### src/rtl/uart_tx_arbiter_if.sv
// rtl/uart_tx_arbiter_if.sv - transmitter-side bus between the arbiter and the shared UART transmitter
interface uart_tx_arbiter_if;
  logic [7:0] tx_data;
  logic       tx_wr;
  logic       tx_en;
  logic [2:0] baud_select;
  logic       tx_busy;

  modport master (
    output tx_data,
    output tx_wr,
    output tx_en,
    output baud_select,
    input  tx_busy
  );

  modport slave (
    input  tx_data,
    input  tx_wr,
    input  tx_en,
    input  baud_select,
    output tx_busy
  );
endinterface

### src/rtl/uart_tx_arbiter.sv
// rtl/uart_tx_arbiter.sv - round-robin arbiter sharing one UART transmitter between byte requesters
module uart_tx_arbiter #(
  parameter int NUM_REQ = 4,
  parameter int TIMEOUT = 1024,
  parameter int ID_W    = 2
) (
  input  logic                 clk,
  input  logic                 reset,
  input  logic [NUM_REQ-1:0]   req,
  input  logic [8*NUM_REQ-1:0] req_data,
  input  logic [2:0]           baud_cfg,
  uart_tx_arbiter_if.master    tx,
  output logic [NUM_REQ-1:0]   ack,
  output logic [NUM_REQ-1:0]   done,
  output logic [ID_W-1:0]      grant_id,
  output logic                 active,
  output logic                 timeout_err
);

  // Counter only has to reach TIMEOUT-1; keep at least one bit for TIMEOUT=1.
  localparam int CNT_W = (TIMEOUT > 1) ? $clog2(TIMEOUT) : 1;
  localparam logic [CNT_W-1:0] CNT_MAX = CNT_W'(TIMEOUT - 1);

  typedef enum logic [2:0] {
    IDLE,
    LOAD,
    WAIT_BUSY,
    WAIT_DONE,
    RELEASE
  } state_t;

  state_t             state_q, state_d;
  logic [ID_W-1:0]    ptr_q, ptr_d;
  logic [CNT_W-1:0]   cnt_q, cnt_d;
  logic [ID_W-1:0]    grant_id_q, grant_id_d;
  logic [7:0]         tx_data_q, tx_data_d;
  logic [2:0]         baud_q, baud_d;
  logic [NUM_REQ-1:0] ack_q, ack_d;
  logic [NUM_REQ-1:0] done_q, done_d;
  logic               tx_wr_q, tx_wr_d;
  logic               tx_en_q, tx_en_d;
  logic               active_q, active_d;
  logic               timeout_err_q, timeout_err_d;

  logic [ID_W-1:0]    win_id;
  logic               win_found;

  // Round-robin pick: first set request at or above ptr, wrapping past NUM_REQ-1.
  always_comb begin : pick_winner
    int idx;
    win_id    = '0;
    win_found = 1'b0;
    idx       = 0;
    for (int k = 0; k < NUM_REQ; k++) begin
      idx = int'(ptr_q) + k;
      if (idx >= NUM_REQ) idx = idx - NUM_REQ;
      if (!win_found && req[idx]) begin
        win_found = 1'b1;
        win_id    = ID_W'(idx);
      end
    end
  end

  // Next-state and registered-output logic; pulses default low each cycle.
  always_comb begin
    state_d       = state_q;
    ptr_d         = ptr_q;
    cnt_d         = cnt_q;
    grant_id_d    = grant_id_q;
    tx_data_d     = tx_data_q;
    baud_d        = baud_q;
    tx_en_d       = tx_en_q;
    active_d      = active_q;
    ack_d         = '0;
    done_d        = '0;
    tx_wr_d       = 1'b0;
    timeout_err_d = 1'b0;

    case (state_q)
      IDLE: begin
        // Baud only tracks the config between frames so a frame never sees a rate change.
        baud_d = baud_cfg;
        if (win_found) begin
          grant_id_d = win_id;
          tx_data_d  = req_data[8*win_id +: 8];
          ack_d      = NUM_REQ'(1) << win_id;
          tx_en_d    = 1'b1;
          tx_wr_d    = 1'b1;
          active_d   = 1'b1;
          state_d    = LOAD;
        end
      end
      LOAD: begin
        cnt_d   = '0;
        state_d = WAIT_BUSY;
      end
      WAIT_BUSY: begin
        if (tx.tx_busy) begin
          state_d = WAIT_DONE;
        end else if (cnt_q == CNT_MAX) begin
          // Transmitter never acknowledged the write: release the slot anyway.
          timeout_err_d = 1'b1;
          done_d        = NUM_REQ'(1) << grant_id_q;
          tx_en_d       = 1'b0;
          active_d      = 1'b0;
          state_d       = RELEASE;
        end else begin
          cnt_d = cnt_q + 1'b1;
        end
      end
      WAIT_DONE: begin
        if (!tx.tx_busy) begin
          done_d   = NUM_REQ'(1) << grant_id_q;
          tx_en_d  = 1'b0;
          active_d = 1'b0;
          state_d  = RELEASE;
        end
      end
      RELEASE: begin
        ptr_d   = (grant_id_q == ID_W'(NUM_REQ - 1)) ? '0 : grant_id_q + 1'b1;
        state_d = IDLE;
      end
      default: begin
        state_d = IDLE;
      end
    endcase
  end

  // State and output registers; reset aborts any frame in flight.
  always_ff @(posedge clk or posedge reset) begin
    if (reset) begin
      state_q       <= IDLE;
      ptr_q         <= '0;
      cnt_q         <= '0;
      grant_id_q    <= '0;
      tx_data_q     <= '0;
      baud_q        <= '0;
      ack_q         <= '0;
      done_q        <= '0;
      tx_wr_q       <= 1'b0;
      tx_en_q       <= 1'b0;
      active_q      <= 1'b0;
      timeout_err_q <= 1'b0;
    end else begin
      state_q       <= state_d;
      ptr_q         <= ptr_d;
      cnt_q         <= cnt_d;
      grant_id_q    <= grant_id_d;
      tx_data_q     <= tx_data_d;
      baud_q        <= baud_d;
      ack_q         <= ack_d;
      done_q        <= done_d;
      tx_wr_q       <= tx_wr_d;
      tx_en_q       <= tx_en_d;
      active_q      <= active_d;
      timeout_err_q <= timeout_err_d;
    end
  end

  assign tx.tx_data     = tx_data_q;
  assign tx.tx_wr       = tx_wr_q;
  assign tx.tx_en       = tx_en_q;
  assign tx.baud_select = baud_q;
  assign ack            = ack_q;
  assign done           = done_q;
  assign grant_id       = grant_id_q;
  assign active         = active_q;
  assign timeout_err    = timeout_err_q;

endmodule

### src/flat_wrapper.sv
// flat-port wrapper written by rule: the top's interface ports become plain ports
module uart_tx_arbiter_flat 
#(
  parameter int NUM_REQ = 4,
  parameter int TIMEOUT = 1024,
  parameter int ID_W    = 2
)
  (clk, reset, req, req_data, baud_cfg, ack, done, grant_id, active, timeout_err, tx_tx_data, tx_tx_wr, tx_tx_en, tx_baud_select, tx_tx_busy);
  uart_tx_arbiter_if tx_i ();
  input  logic clk;
  input  logic reset;
  input  logic [NUM_REQ-1:0] req;
  input  logic [8*NUM_REQ-1:0] req_data;
  input  logic [2:0] baud_cfg;
  output logic [NUM_REQ-1:0] ack;
  output logic [NUM_REQ-1:0] done;
  output logic [ID_W-1:0] grant_id;
  output logic active;
  output logic timeout_err;
  output wire logic [$bits(tx_i.tx_data)-1:0] tx_tx_data;
  output wire logic [$bits(tx_i.tx_wr)-1:0] tx_tx_wr;
  output wire logic [$bits(tx_i.tx_en)-1:0] tx_tx_en;
  output wire logic [$bits(tx_i.baud_select)-1:0] tx_baud_select;
  input wire logic [$bits(tx_i.tx_busy)-1:0] tx_tx_busy;
  assign tx_tx_data = tx_i.tx_data;
  assign tx_tx_wr = tx_i.tx_wr;
  assign tx_tx_en = tx_i.tx_en;
  assign tx_baud_select = tx_i.baud_select;
  assign tx_i.tx_busy = tx_tx_busy;
  uart_tx_arbiter #(.NUM_REQ(NUM_REQ), .TIMEOUT(TIMEOUT), .ID_W(ID_W)) u_core (.clk(clk), .reset(reset), .req(req), .req_data(req_data), .baud_cfg(baud_cfg), .tx(tx_i), .ack(ack), .done(done), .grant_id(grant_id), .active(active), .timeout_err(timeout_err));
endmodule
### config.mk
export PLATFORM = sky130hd
export DESIGN_NAME = uart_tx_arbiter_flat
export DESIGN_NICKNAME = d
export VERILOG_FILES = /design/src/rtl/uart_tx_arbiter_if.sv /design/src/rtl/uart_tx_arbiter.sv /design/src/flat_wrapper.sv
export SDC_FILE = /design/constraint.sdc
export NUM_CORES = 1
export LEC_CHECK = 0
export ABC_AREA = 1
export CORE_MARGIN = 5
export CORE_UTILIZATION = 52
export DETAILED_ROUTE_END_ITERATION = 10
export GPL_TIMING_DRIVEN = 0
export MAX_ROUTING_LAYER = met4
export PLACE_DENSITY = 0.86
export SLEW_MARGIN = 20
export SYNTH_ARGS = -nofsm -noshare
export SYNTH_HDL_FRONTEND = slang
export SYNTH_SLANG_ARGS = --single-unit
### constraint.sdc
create_clock -name clk -period 2.55 [get_ports clk]
set_input_delay 0.51 -clock clk [delete_from_list [all_inputs] [get_ports clk]]
set_output_delay 0.51 -clock clk [all_outputs]
set_load 0.02 [all_outputs]
Word level (Yosys, flattened, before mapping). Cells that the tools add are included. W data, S select, Z words.

Output and inout bits: 25. Flip-flop bits (word level): 39. Logic and storage cells: 105. Input bits: 42.

Add/sub/neg operators: 9. Eq/ne operators: 12. Shift operators: 3. $lt $le $gt $ge: 8. Reduce and logical (&&, ||, !) cells: 13. Multiplexer cells: 49.

Operator list (count): $lt A32 B4 Y1 const B (4); $mux W32 (4); $ge A32 B4 Y1 const B (3); $sub A32 B4 Y32 const B (3); $shiftx A32 B6 Y8 (1); $mux W1 (21); $mux W10 (2); $mux W4 (5); $pmux W10 S2 (1); $mux W3 (4); $pmux W3 S4 (1); $add A10 B1 Y10 const B (1); $eq A10 B10 Y1 const B (1); $mux W2 (5); $bmux W1 S2 (4); $pmux W4 S2 (1); $shl A1 B2 Y4 const A (2); $add A2 B2 Y3 const B (2); $eq A3 B2 Y1 const B (2); $ne A2 B2 Y1 const B (3); $reduce_and A3 Y1 (2); $reduce_and A5 Y1 (1); $ne A2 B1 Y1 const B (2); $sub A2 B3 Y4 const B (1); 14 further kinds (18).

Longest topological paths before layout.
Word-level depth: 18. Mapped depth: 16. Mapped depth without buffers: 15.

Least setup slack after synthesis. No wires, ideal clock.

Kind: input -> register. From: in req[3]. To: reg u_core.tx_data_q[0] (netlist: u_core.tx.tx_data[0]). Data required time: 2.433 ns. Path buffers: 1. Arrival: 1.603 ns. Path slack: 0.830 ns. Library setup time: 0.117 ns. Cell stages on the path: 15. Path through: inv_1 -> nand2_4 -> nand3_2 -> nand2_4 -> nor2_8 -> nand3_4 -> nand2_4 -> nand2_8 -> buf_12 -> nand2_2 -> nand2_1 -> nand2_1 -> nand2_1 -> nand2_1 -> nand2_1.

Word-level cells in the longest chain between the ends: 14. Elaborated cells on any way between the ends: 28. Those cells by class: shift: 1; mux: 20; reduce/logical: 7.

RTL lines: from (decl) (line flat_wrapper.sv:12) `input logic [NUM_REQ-1:0] req;`; $bmux W1 S2 (line uart_tx_arbiter.sv:57) `if (!win_found && req[idx]) begin`; $mux W1 (not written as such) (2 in series) (line uart_tx_arbiter.sv:57); $mux W1 (line uart_tx_arbiter.sv:57); $logic_not A1 Y1 (line uart_tx_arbiter.sv:57); $logic_and A1 B1 Y1 (line uart_tx_arbiter.sv:57); $mux W1 (line uart_tx_arbiter.sv:57); $logic_not A1 Y1 (line uart_tx_arbiter.sv:57); $logic_and A1 B1 Y1 (line uart_tx_arbiter.sv:57); $mux W1 (line uart_tx_arbiter.sv:57); $logic_not A1 Y1 (line uart_tx_arbiter.sv:57); $logic_and A1 B1 Y1 (line uart_tx_arbiter.sv:57); $mux W2 / $mux W1 (equally long branches) (line uart_tx_arbiter.sv:57); $shiftx A32 B6 Y8 / $reduce_and A2 Y1 (equally long branches); to (signal assigned) (line uart_tx_arbiter.sv:149) `tx_data_q <= tx_data_d;`; to (decl) (line uart_tx_arbiter.sv:36) `logic [7:0] tx_data_q, tx_data_d;`.

Several ways; a longest one is shown, not always the timed one. The select of a mux whose other input is x is not followed. A chain may end at the register's enable or synchronous reset.

Final worst setup path.
From: in req[2]. To: reg u_core.tx_data_q[0] (netlist: u_core.tx.tx_data[0]).

Same word-level chain as after synthesis.

==> impl_metrics.env <==
export IMPL_syn_inst=321
export IMPL_setup_tns_ns=0
export IMPL_crit_top_cell="nand2_1"
export IMPL_finalMaxSlewViolations=0
export IMPL_gp_congestion=0.907
export IMPL_cts_buffers_inserted=5
export IMPL_path_clk_slew_ns=0.08
export IMPL_synth_ff_type="dfrtp_1"
export IMPL_die_h_um=78.0
export IMPL_wl_met3_um=363
export IMPL_cp_slowest_cell="clkdlybuf4s50_1"
export IMPL_portBuffers=66
export IMPL_ys_async_sr_fraction_pct=100
export IMPL_first_iter_violations=148
export IMPL_ir_worst_vdd_v=0.00116
export IMPL_synthToLayoutAreaGrowth_pct=36.7
export IMPL_wl_met2_mm=2.93
export IMPL_drive_gt1_share_pct=14.4
export IMPL_outcome="complete, no violations"
export IMPL_clock_fmax_ghz=0.479
export IMPL_antenna_found_initial=0
export IMPL_slew_headroom_pct=73.1
export IMPL_drcViolationCount=0
export IMPL_final_nets=442
export IMPL_grt_max_degree=29
export IMPL_postRouteWirelength_mm=5.67
export IMPL_cts_resized=0
export IMPL_synth_seq_area_share_pct=40.6
export IMPL_multiInputGateArea_um2=1220
export IMPL_holdWs_ns=0.460
export IMPL_worstMarginPinSlew_ns=0.400
export IMPL_start_kind="input port"
export IMPL_clock_sinks=39
export IMPL_worstPathRequired_ns=2.78
export IMPL_layout_commonest_cell="nand2_1"
export IMPL_finalHoldViolations=0
export IMPL_dp_hpwl_mm=4.45
export IMPL_crit_path_end_kind="register"
export IMPL_setup_viol=0
export IMPL_synth_top_area_share_pct=40.6
export IMPL_ctsLongestPathBuffers=2
export IMPL_hold_class="in -> async"
export IMPL_row_count=24
export IMPL_cp_cell_sequence="clkdlybuf4s50_1, inv_1, nand2_1, nand3_2, nand2_4, nor2_2, a21boi_1, nand2_1, nor2_2, buf_2, nand2_1, nand2_1, nand2_1, nand2_1"
export IMPL_ant_nets=0
export IMPL_diodes=0
export IMPL_initial_core_util_pct=54.4
export IMPL_max_stage_delay_ns=0.48
export IMPL_grt_pass1_wl_mm=9.68
export IMPL_cellPowerDensity_nw_per_um2=1410
export IMPL_htree_levels=2
export IMPL_viasPerCell=5.04
export IMPL_cts_tree="yes"
export IMPL_synth_area_leaders="dfrtp_1 (41%), nand2_1 (18%), nand3_1 (5.0%)"
export IMPL_synth_warnings=0
export IMPL_skew_ns=0.00484
export IMPL_highest_layer="met4"
export IMPL_critPathBufInv=3
export IMPL_wl_per_cell_um=12.7
export IMPL_p_total_mw=4.64
export IMPL_cts_hold_buf=0
export IMPL_rsz0062_at_grt="no"
export IMPL_max_cap_violations=0
export IMPL_cp_data_arrival_time_ns=2.32
export IMPL_die_area_um2=6080
export IMPL_met1Wirelength_mm=2.33
export IMPL_synth_nets=368
export IMPL_regArea_um2=976
export IMPL_layout_common_cells="nand2_1 (118), clkdlybuf4s50_1 (66), dfrtp_1 (39)"
export IMPL_fill_cells=339
export IMPL_synth_edf_count=0
export IMPL_worstPathMaxFanout=10
export IMPL_pin_count=67
export IMPL_place_area_um2=3150
export IMPL_finalCriticalPeriod_ns=2.09
export IMPL_synth_area_um2=2400
export IMPL_design_area_um2=3280
export IMPL_clk_latency_ns=0.29
export IMPL_post_cts_setup_buffers=0
export IMPL_syn_avg_cell_area_um2=7.48
export IMPL_core_area_um2=4410
export IMPL_final_period_utilization_pct=81.8
export IMPL_vias=2260
export IMPL_fp_dieW_um=78.0
export IMPL_synth_top_area_cell="dfrtp_1"
export IMPL_drt_first_pass_iters=5
export IMPL_grt_overflow=0
export IMPL_leakage_nw=1.65
export IMPL_yosysUniqueCellTypes=30
export IMPL_crit_type="in -> reg"
export IMPL_grtUsageTotal_pct=19.6
export IMPL_ys_ff_latch=39
export IMPL_cts_root_buf="clkbuf_8"
export IMPL_path_delay_family="simple AND/OR/NAND/NOR gates"
export IMPL_first_global_vias=2366
[sequential cells by signal, summed over array words and instances (netlist names)]
name	count
u_core.done	4
u_core.ack	4
u_core.ptr_q	2
u_core.tx.baud_select	3
u_core.tx.tx_en	1
u_core.tx.tx_wr	1
u_core.grant_id	2
u_core.state_q	3
u_core.tx.tx_data	8
u_core.cnt_q	10
u_core.timeout_err	1
[final timing paths]
check | startpoint | end | slack (ns) | depth (start not counted)
setup / recovery | req[2] | u_core.tx.tx_data[0]$_DFFE_PP0P_ | 0.46 | 14
hold / removal | reset | u_core.ack[1]$_DFF_PP0_ | 0.46 | 2
setup reg to reg | u_core.ptr_q[0]$_DFFE_PP0N_ | u_core.tx.tx_data[4]$_DFFE_PP0P_ | 0.64 | 16
hold reg to reg | u_core.tx.baud_select[0]$_DFFE_PP0P_ | u_core.tx.baud_select[0]$_DFFE_PP0P_ | 0.48 | 2
max in group asynchronous | reset | u_core.done[0]$_DFF_PP0_ | 1.67 | 3
min in group clk | u_core.tx.baud_select[0]$_DFFE_PP0P_ | u_core.tx.baud_select[0]$_DFFE_PP0P_ | 0.48 | 2
[metrics by stage]
| step | util [%] | setup slack (ns) | std cells |
|---|---|---|---|
| CTS | 74.4 | 0.484 | 448 |
| detailed placement | 71.3 | 0.187 | 440 |
| global placement | 70.8 | 0.250 | 439 |
| floorplan | - | 0.830 | 321 |
| global route | 74.4 | 0.317 | 448 |
| finish | 74.4 | 0.464 | 448 |
[report_power, final]
part,switching (mW),internal (mW)
combinational,1.89,1.16
clock,0.216,0.390
sequential,0.152,0.826
total,2.26,2.37
[cells in the mapped netlist, types with 2 or more instances]
master and n:
a21oi_1 8, buf_2 4, buf_6 2, dfrtp_1 39
ha_1 5, inv_1 31, inv_2 4, nand2_1 118
nand2_2 18, nand2_4 6, nand3_1 24, nand3_2 2
nand4_1 3, nor2_1 20, nor2_2 4, nor3_1 7
o21a_1 3, o21ai_0 7, o31ai_1 3, xor2_1 3
[layout make-up]
class | instances | area share [%]
clock inverters | 3 | 2.06
inverters | 35 | 4.00
flip-flops and latches | 39 | 29.7
multi-input cells | 239 | 37.3
plain buffers | 8 | 2.13
well taps | 52 | 1.98
repair buffers | 67 | 20.7
clock buffers | 5 | 2.10
[kinds of logic after synthesis]
group	share of synthesized area [%]
AND/OR/NAND/NOR	40.9
adder cells (fa/ha/maj)	2.61
flip-flops	40.6
buffers and inverters	8.39
XOR/XNOR	1.09
AO/OA/AOI/OAI	6.36
[routing by layer]
metal | up-vias | track usage (%)
met5 | - | -
met4 | 0 | 8.45
met3 | 5 | 3.94
met2 | 78 | 34.1
met1 | 1025 | 21.8
li1 | 1152 | -
(Power assumes the default switching activity.)
